===== src/rtl/tone_sequencer.sv =====
// Song-ROM driven square-wave tone generator feeding the Audio_Controller
// write handshake with a fixed-rate, rate-limited sample stream.
module tone_sequencer #(
  parameter int unsigned ADDR_W      = 10,
  parameter int unsigned HP_W        = 18,
  parameter int unsigned DUR_W       = 8,
  parameter int unsigned LAST_ADDR   = 729,
  parameter int unsigned BEAT_CYCLES = 3125000,
  parameter int unsigned SAMPLE_DIV  = 1042,
  parameter int unsigned AMPLITUDE   = 10000000
) (
  input  logic                   CLOCK_50,
  input  logic                   reset,
  input  logic                   play,
  input  logic                   stop,
  input  logic                   loop_en,
  output logic [ADDR_W-1:0]      rom_addr,
  input  logic [DUR_W+HP_W-1:0]  rom_q,
  input  logic                   audio_out_allowed,
  output logic                   write_audio_out,
  output logic [31:0]            left_channel_audio_out,
  output logic [31:0]            right_channel_audio_out,
  output logic                   busy,
  output logic [ADDR_W-1:0]      note_index
);

  localparam int unsigned BEAT_W = (BEAT_CYCLES > 1) ? $clog2(BEAT_CYCLES) : 1;
  localparam int unsigned DIV_W  = (SAMPLE_DIV > 1) ? $clog2(SAMPLE_DIV) : 1;
  localparam logic [BEAT_W-1:0] BEAT_MAX  = BEAT_W'(BEAT_CYCLES - 1);
  localparam logic [DIV_W-1:0]  DIV_MAX   = DIV_W'(SAMPLE_DIV - 1);
  localparam logic [ADDR_W-1:0] ADDR_LAST = ADDR_W'(LAST_ADDR);
  localparam logic [31:0]       AMP_POS   = 32'(AMPLITUDE);
  localparam logic [31:0]       AMP_NEG   = ~AMP_POS + 32'd1;

  typedef enum logic [2:0] {
    S_IDLE,
    S_FETCH,
    S_WAIT,
    S_LOAD,
    S_PLAY,
    S_END
  } state_t;

  state_t              state_q, state_d;
  logic [ADDR_W-1:0]   addr_q, addr_d;
  logic [ADDR_W-1:0]   note_q, note_d;
  logic [DUR_W-1:0]    dur_q, dur_d;
  logic [HP_W-1:0]     hp_q, hp_d;
  logic [HP_W-1:0]     tone_q, tone_d;
  logic                phase_q, phase_d;
  logic [BEAT_W-1:0]   beat_q, beat_d;
  logic [DUR_W-1:0]    ticks_q, ticks_d;
  logic [DIV_W-1:0]    div_q, div_d;
  logic [31:0]         sample_q, sample_d;
  logic                pending_q, pending_d;
  logic                strobe;
  logic [31:0]         tone_val;

  always_comb begin
    state_d   = state_q;
    addr_d    = addr_q;
    note_d    = note_q;
    dur_d     = dur_q;
    hp_d      = hp_q;
    tone_d    = tone_q;
    phase_d   = phase_q;
    beat_d    = beat_q;
    ticks_d   = ticks_q;
    sample_d  = sample_q;
    pending_d = pending_q;

    strobe = (div_q == DIV_MAX);
    div_d  = strobe ? '0 : div_q + DIV_W'(1);

    tone_val = '0;
    if (state_q == S_PLAY && hp_q != '0) begin
      tone_val = phase_q ? AMP_POS : AMP_NEG;
    end

    // A strobe replaces any unwritten sample; otherwise a granted write retires it.
    if (strobe) begin
      sample_d  = tone_val;
      pending_d = 1'b1;
    end else if (pending_q && audio_out_allowed) begin
      pending_d = 1'b0;
    end

    case (state_q)
      S_IDLE: begin
        if (play && !stop) begin
          state_d = S_FETCH;
          addr_d  = '0;
        end
      end
      S_FETCH: state_d = S_WAIT;
      S_WAIT:  state_d = S_LOAD;
      S_LOAD: begin
        dur_d  = rom_q[DUR_W+HP_W-1:HP_W];
        hp_d   = rom_q[HP_W-1:0];
        note_d = addr_q;
        if (rom_q[DUR_W+HP_W-1:HP_W] == '0) begin
          state_d = S_END;
        end else begin
          tone_d  = '0;
          phase_d = 1'b0;
          beat_d  = '0;
          ticks_d = '0;
          state_d = S_PLAY;
        end
      end
      S_PLAY: begin
        if (ticks_q == dur_q) begin
          if (addr_q == ADDR_LAST) begin
            state_d = S_END;
          end else begin
            addr_d  = addr_q + ADDR_W'(1);
            state_d = S_FETCH;
          end
        end else begin
          // hp == 0 keeps the counter pinned at zero and the phase frozen (rest).
          if (tone_q == hp_q) begin
            tone_d = '0;
            if (hp_q != '0) phase_d = ~phase_q;
          end else begin
            tone_d = tone_q + HP_W'(1);
          end
          if (beat_q == BEAT_MAX) begin
            beat_d  = '0;
            ticks_d = ticks_q + DUR_W'(1);
          end else begin
            beat_d = beat_q + BEAT_W'(1);
          end
        end
      end
      S_END: begin
        if (loop_en) begin
          addr_d  = '0;
          state_d = S_FETCH;
        end else begin
          state_d = S_IDLE;
        end
      end
      default: state_d = S_IDLE;
    endcase

    if (stop && state_q != S_IDLE) begin
      state_d   = S_IDLE;
      sample_d  = '0;
      pending_d = 1'b0;
    end
  end

  always_ff @(posedge CLOCK_50) begin
    if (reset) begin
      state_q   <= S_IDLE;
      addr_q    <= '0;
      note_q    <= '0;
      dur_q     <= '0;
      hp_q      <= '0;
      tone_q    <= '0;
      phase_q   <= 1'b0;
      beat_q    <= '0;
      ticks_q   <= '0;
      div_q     <= '0;
      sample_q  <= '0;
      pending_q <= 1'b0;
    end else begin
      state_q   <= state_d;
      addr_q    <= addr_d;
      note_q    <= note_d;
      dur_q     <= dur_d;
      hp_q      <= hp_d;
      tone_q    <= tone_d;
      phase_q   <= phase_d;
      beat_q    <= beat_d;
      ticks_q   <= ticks_d;
      div_q     <= div_d;
      sample_q  <= sample_d;
      pending_q <= pending_d;
    end
  end

  assign rom_addr                = addr_q;
  assign note_index              = note_q;
  assign busy                    = (state_q != S_IDLE);
  assign write_audio_out         = pending_q & audio_out_allowed;
  assign left_channel_audio_out  = sample_q;
  assign right_channel_audio_out = sample_q;

endmodule


===== config.mk =====
export PLATFORM = sky130hd
export DESIGN_NAME = tone_sequencer
export DESIGN_NICKNAME = d
export VERILOG_FILES = /design/src/rtl/tone_sequencer.sv
export SDC_FILE = /design/constraint.sdc
export NUM_CORES = 1
export LEC_CHECK = 0
export ABC_AREA = 1
export BUFFER_PORTS_ARGS = -buffer_cell sky130_fd_sc_hd__buf_2
export CAP_MARGIN = 20
export CORE_MARGIN = 2
export CORE_UTILIZATION = 55
export CTS_BUF_LIST = sky130_fd_sc_hd__clkbuf_2
export DETAILED_ROUTE_END_ITERATION = 10
export GPL_TIMING_DRIVEN = 0
export PLACE_DENSITY_LB_ADDON = 0.08
export SETUP_SLACK_MARGIN = 0.3
export SLEW_MARGIN = 20
export SYNTH_ARGS = -nofsm -noshare
export SYNTH_HDL_FRONTEND = slang
export SYNTH_SLANG_ARGS = --single-unit

===== constraint.sdc =====
create_clock -name CLOCK_50 -period 4.9 [get_ports CLOCK_50]
set_clock_uncertainty 0.15 [all_clocks]
set_input_delay 0.245 -clock CLOCK_50 [delete_from_list [all_inputs] [get_ports CLOCK_50]]
set_output_delay 0.245 -clock CLOCK_50 [all_outputs]
set_load 0.05 [all_outputs]

==> flow_summary.toml, run 1 <==
[worst_setup_path]
cp_slowest_stage_delay_ns = 1.03
worstPathArrival_ns = 2.19
ff2ff_path_depth = 8
path_class = "reg -> out"
worstPathRequired_ns = 4.51
endpoint_kind = "primary output"
cp.depth = 2
cpMaxStageDelayCell = "dfxtp_1"
critPathBufInv = 2
startpoint_type = "flip-flop"
path_cells = "buf_4, buf_2"
cp_top_family = "flip-flops"
path_max_fanout = 35

[status]
status = "completed"

[yosys]
syn_area_um2 = 6824
synth_top_area_share_pct = 33.15
yosysSeqAreaShare_pct = 33.15
yosysTopAreaCell = "dfxtp_1"
synth.distinct_cells = 43
async_flop_share_pct = 0
synth_warnings = 0
synth_edf_count = 0
syn_inst = 1027
synth_seq_cells = 113
synth_area_per_cell_um2 = 6.645
ys.flop_type = "dfxtp_1"
synthTopCellsByArea = "dfxtp_1 (33%), nand2_1 (13%), nor2_1 (7.7%)"

[cts]
clkSlewWorstSetupHoldPaths_ns = 0.15
cts_buffers = 17
clk_path_buf_depth = 2
cts_tree = "built"
cts.sinks = 113
cts_max_level = 4
ctsHoldBuffers = 36
cts-root-buf = "clkbuf_2"
clock_latency_ns = 0.68
cts_resized = 0
cts_setup_buffers = 0

[drt]
wl_mm = 17.04
wl_per_cell_um = 12.37
vias = 6827
firstDrtPassIters = 5
routed_via_density = 4.954
ant_nets = 0
drtIter0Drc = 352
remaining_drc_errors = 0

[timing]
fin_crit_sh_pct = 52.75
finalCriticalPeriod_ns = 2.585
tightest_slew_ns = 1.019
fmax_mhz = 386.9
finalHoldViolations = 0
setup-tns-final_ns = 0
layout_setup_ws_ns = 2.315
rsz0062_at_grt = "no"
slew_violations = 0
setup_viol = 0
slew_headroom_pct = 32.00

[global_routing]
grt_max_degree = 36
antenna_found_initial = 0
overflow = 0
grt_usage_pct = 26.74
grt_pass1_vias = 6125
grt_pass1_wl_mm = 28.30

[power]
power_density_nw_per_um2 = 252.6
p_switching_uw = 720.6
max-vdd-ir-drop_uv = 168.2
combPwrFrac_pct = 24.5
clockPowerShare_pct = 27.7
intPower_uw = 1340
p_leak_uw = 0.003593
seqPwrFrac_pct = 47.8
swShare_pct = 34.97

[finish]
nets = 1237
post-route-util_pct = 67.63
area_delta_synth_final_pct = 19.55
drive_above_1_share_pct = 21.24
diodes = 0
final_cell_area_um2 = 8158

[floorplan]
ios = 118
core-area_um2 = 12060
num_rows = 40
start_util_pct = 56.58
fp.dieH_um = 115.4
die_x_um = 115.4
dieArea_um2 = 13310

[run]
drv_cap = 0

[placement]
placed_area_um2 = 7599
hpwl_mm = 12.17
io_buffers = 103
pre_cts_slack_ns = 2.875
place_congestion = 0.9042

[min_path]
hold_class = "in -> reg"
hold_depth = 6
==> flip-flops by register name (all words and copies together), names as in the netlist, 3 cells and up <==
register	count
dur_q	8
left_channel_audio_out	3
hp_q	18
note_index	10
ticks_q	8
beat_q	22
tone_q	18
rom_addr	10
div_q	11
state_q	3
==> final timing paths <==
kind                                      end  slack, ns                        from
setup reg to reg                   state_q[0]       2.54                  state_q[1]
setup / recovery  right_channel_audio_out[26]       2.32  left_channel_audio_out[30]
hold reg to reg                      div_q[0]       0.34                    div_q[0]
hold / removal                    rom_addr[9]       0.11                     loop_en
==> through the flow <==
stage	total power [uW]	hold WS, ns	cells
2_1_floorplan	1348	0.2299	1040
3_3_place_gp	1466	0.2997	1311
3_5_place_dp	1470	0.3038	1311
4_1_cts	2063	0.06082	1378
5_1_grt	2166	0.09930	1378
6_report	2061	0.1126	1378
==> placed cells by master, fill, tap and decap left out, drive strengths merged, types with 36 or more instances in the layout <==
cell type	n
nand2	252
buf	181
nor2	151
dfxtp	113
inv	102
nand3	81
a21oi	74
o21ai	52
clkbuf	38
dlygate4sd3	36
==> tightest hold or removal path, cell delays in order <==
cell	delay, ns
buf_2	0.09
o21ai_0	0.10
nor2_2	0.17
nand2_2	0.17
nand2_1	0.09
a21oi_1	0.05
==> logic make-up after synthesis <==
group,synth area share (%)
AOI/OAI and AO/OA,10.47
xor gates and xnor gates,4.107
adders and majority gates,1.283
buffers and inverters,15.36
DFF,33.15
other,0.05495
and+or+nand+nor,35.57
==> synth_stat cells (all sizes together), types with 2 or more instances <==
| master | number |
|---|---|
| o21ai | 52 |
| a21oi | 74 |
| xnor2 | 10 |
| dfxtp | 113 |
| nand2 | 252 |
| nand3 | 81 |
| and2 | 5 |
| nand4 | 12 |
| clkbuf | 17 |
| inv | 102 |
| nand3b | 8 |
| ha | 7 |
| nor2 | 151 |
| a211oi | 2 |
| or2 | 4 |
| nor3 | 21 |
| xor2 | 22 |
| nor3b | 7 |
| o21a | 3 |
| buf | 78 |
==> area by class of cell <==
class / count / area [um2]
fill: 1164 / 3904
buffer: 95 / 656.9
timing repair buffer: 139 / 875.8
clock inverter: 10 / 93.84
sequential: 113 / 2262
clock buffer: 21 / 105.1
tap: 168 / 210.2
inverter: 103 / 391.6
multi-input combinational: 729 / 3562
==> layer usage <==
metal / part of all wire (%) / global-route usage (%) / wire length [um]
met1: 46 / 34.80 / 7795
met2: 46 / 44.52 / 7787
met3: 6.5 / 5.061 / 1108
met4: 2.0 / 9.076 / 348
met5: 0 / 0 / 0
==> power by group through the flow <==
| stage | sequential [uW] | combinational [uW] | clock [uW] |
|---|---|---|---|
| floorplan | 1030 | 320 | 0 |
| global placement | 1000 | 464 | 0 |
| detailed placement | 1000 | 467 | 0 |
| CTS | 983 | 498 | 582 |
| global route | 990 | 552 | 624 |
| finish | 984 | 505 | 571 |
Note: power is estimated with default switching activity, not from simulation.
==> run 2: changes to the inputs <==
==> constraint.sdc (replaced) <==
create_clock -name CLOCK_50 -period 2.5 [get_ports CLOCK_50]
set_clock_uncertainty 0.15 [all_clocks]
set_input_delay 0.125 -clock CLOCK_50 [delete_from_list [all_inputs] [get_ports CLOCK_50]]
set_output_delay 0.125 -clock CLOCK_50 [all_outputs]
set_load 0.05 [all_outputs]
==> flow_summary.toml, run 2 (synthesis results as in run 1) <==
[status]
status = "completed"

[worst_setup_path]
critPathLaunch = "state_q[2]"
ff2ff_path_depth = 8
worstPathArrival_ns = 2.52
endpoint_kind = "flip-flop"
path_max_fanout = 10
startpoint_type = "flip-flop"
ff2ff_setup_slack_ns = 0.39
worstPathRequired_ns = 2.91
r2r_start = "state_q[2]"
path_class = "reg -> reg"
r2r-end = "hp_q[7]"

[floorplan]
dieArea_um2 = 13310
start_util_pct = 56.58
core-area_um2 = 12060
die_x_um = 115.4
ios = 118
num_rows = 40
fp.dieH_um = 115.4

[finish]
area_delta_synth_final_pct = 23.34
layout_common_cells = "nand2_1 (241), nor2_1 (139), dfxtp_1 (111)"
regMostFlops = "beat_q"
final_common_cell = "nand2_1"
largest_reg_flops = 22
drive_above_1_share_pct = 21.72
nets = 1261
reg.largest.list = "beat_q: 22 flops, hp_q: 18 flops, tone_q: 18 flops"
post-route-util_pct = 69.78
diodes = 0

[timing]
rsz0062_at_grt = "yes"
setup_viol = 0
fin_crit_sh_pct = 84.36
finalHoldViolations = 0
slew_headroom_pct = 53.55
finalCriticalPeriod_ns = 2.109
fmax_mhz = 474.2
setup-tns-final_ns = 0
slew_violations = 0
tightest_slew_ns = 0.6967

[drt]
vias = 6982
wl_per_cell_um = 12.78
ant_nets = 0
firstDrtPassIters = 7
remaining_drc_errors = 0
routed_via_density = 4.980
drtIter0Drc = 408
wl_mm = 17.92

[global_routing]
grt_max_degree = 36
grt_usage_pct = 27.82
grt_pass1_wl_mm = 29.44
overflow = 0
antenna_found_initial = 0
grt_pass1_vias = 6287

[cts]
clk_path_buf_depth = 2
cts_buffers = 17
cts_max_level = 4
cts_tree = "built"
clkSlewWorstSetupHoldPaths_ns = 0.16
clock_latency_ns = 0.69
cts-root-buf = "clkbuf_2"
cts.sinks = 113

[min_path]
min_to = "dur_q[2]"
hp-start = "rom_q[20]"
hold_class = "in -> reg"
hold_depth = 4

[placement]
place_congestion = 0.9042
hpwl_mm = 12.17
io_buffers = 103

[power]
p_leak_uw = 0.003721
max-vdd-ir-drop_uv = 414.6
total_power_uw = 4081
power_density_nw_per_um2 = 484.9

[run]
drv_cap = 0
## run 2: cell count changes in the layout (fill, tap and decap cells not counted), moves of 2 or more
cell / before / now
clkbuf_1: 16 / 11
dfxtp_1: 113 / 111
o21ai_0: 43 / 34
o21ai_1: 9 / 17
clkbuf_2: 22 / 25
buf_4: 64 / 67
dlygate4sd3_1: 36 / 58
## run 2: worst max path at each step
stage | endpoint | cells past startpoint | slack (ns)
global placement | tone_q[14] | 10 | 0.48
CTS | right_channel_audio_out[26] | 2 | 0.31
floorplan | rom_addr[9] | 9 | 0.51
detailed placement | tone_q[14] | 10 | 0.47
global route | hp_q[13] | 8 | 0.28
finish | hp_q[7] | 8 | 0.39
## run 2: final cells by class
cell class | instances | area [um2]
fillers | 1114 | 3645
multi-input cells | 729 | 3571
flip-flops and latches | 113 | 2267
repair buffers | 163 | 1111
plain buffers | 95 | 666.9
inverters | 103 | 391.6
well taps | 168 | 210.2
clock buffers | 21 | 105.1
clock inverters | 10 | 93.84
## run 2: power breakdown
part,switching [uW],leakage [uW],internal (uW)
sequential,58.1,0.000913,1870
combinational,698,0.00267,334
clock,672,0.000135,448
## run 2: critical path, stage by stage (launching register included)
cell and delay [ns]:
dfxtp_1 0.35, inv_2 0.11, nand2_2 0.10, nor2_8 0.17, inv_2 0.10, clkbuf_4 0.20
o21ai_1 0.16, dlygate4sd3_1 0.60, a21oi_1 0.04
## run 2: repair_timing
| action | in CTS | in global routing |
|---|---|---|
| setup endpoints to repair | 34 | 59 |
| hold endpoints to repair | 92 | 0 |
| hold buffers | 58 | 0 |
| resized for setup | 1 | 27 |
| pin swaps | 0 | 1 |
| setup buffers | 0 | 2 |
## run 2: stage by stage
stage	cell area [um2]	worst slack, ns	hold WS (ns)	cells
6_report	8417	0.3911	0.1374	1402
5_1_grt	8417	0.2824	0.1283	1402
4_1_cts	8379	0.3137	0.06089	1400
3_5_place_dp	7599	0.4746	0.2398	1311
3_3_place_gp	7599	0.4820	0.2337	1311
2_1_floorplan	6873	0.5096	0.1099	1040
## run 2: routing by layer
metal / share of wire [%] / GRT usage (%) / vias up / wire (um)
li1: - / - / 3593 / -
met1: 45 / 36.17 / 3135 / 8027
met3: 6.6 / 4.955 / 26 / 1189
met2: 47 / 46.67 / 228 / 8385
met5: 0 / 0 / - / 0
met4: 1.8 / 9.317 / 0 / 320
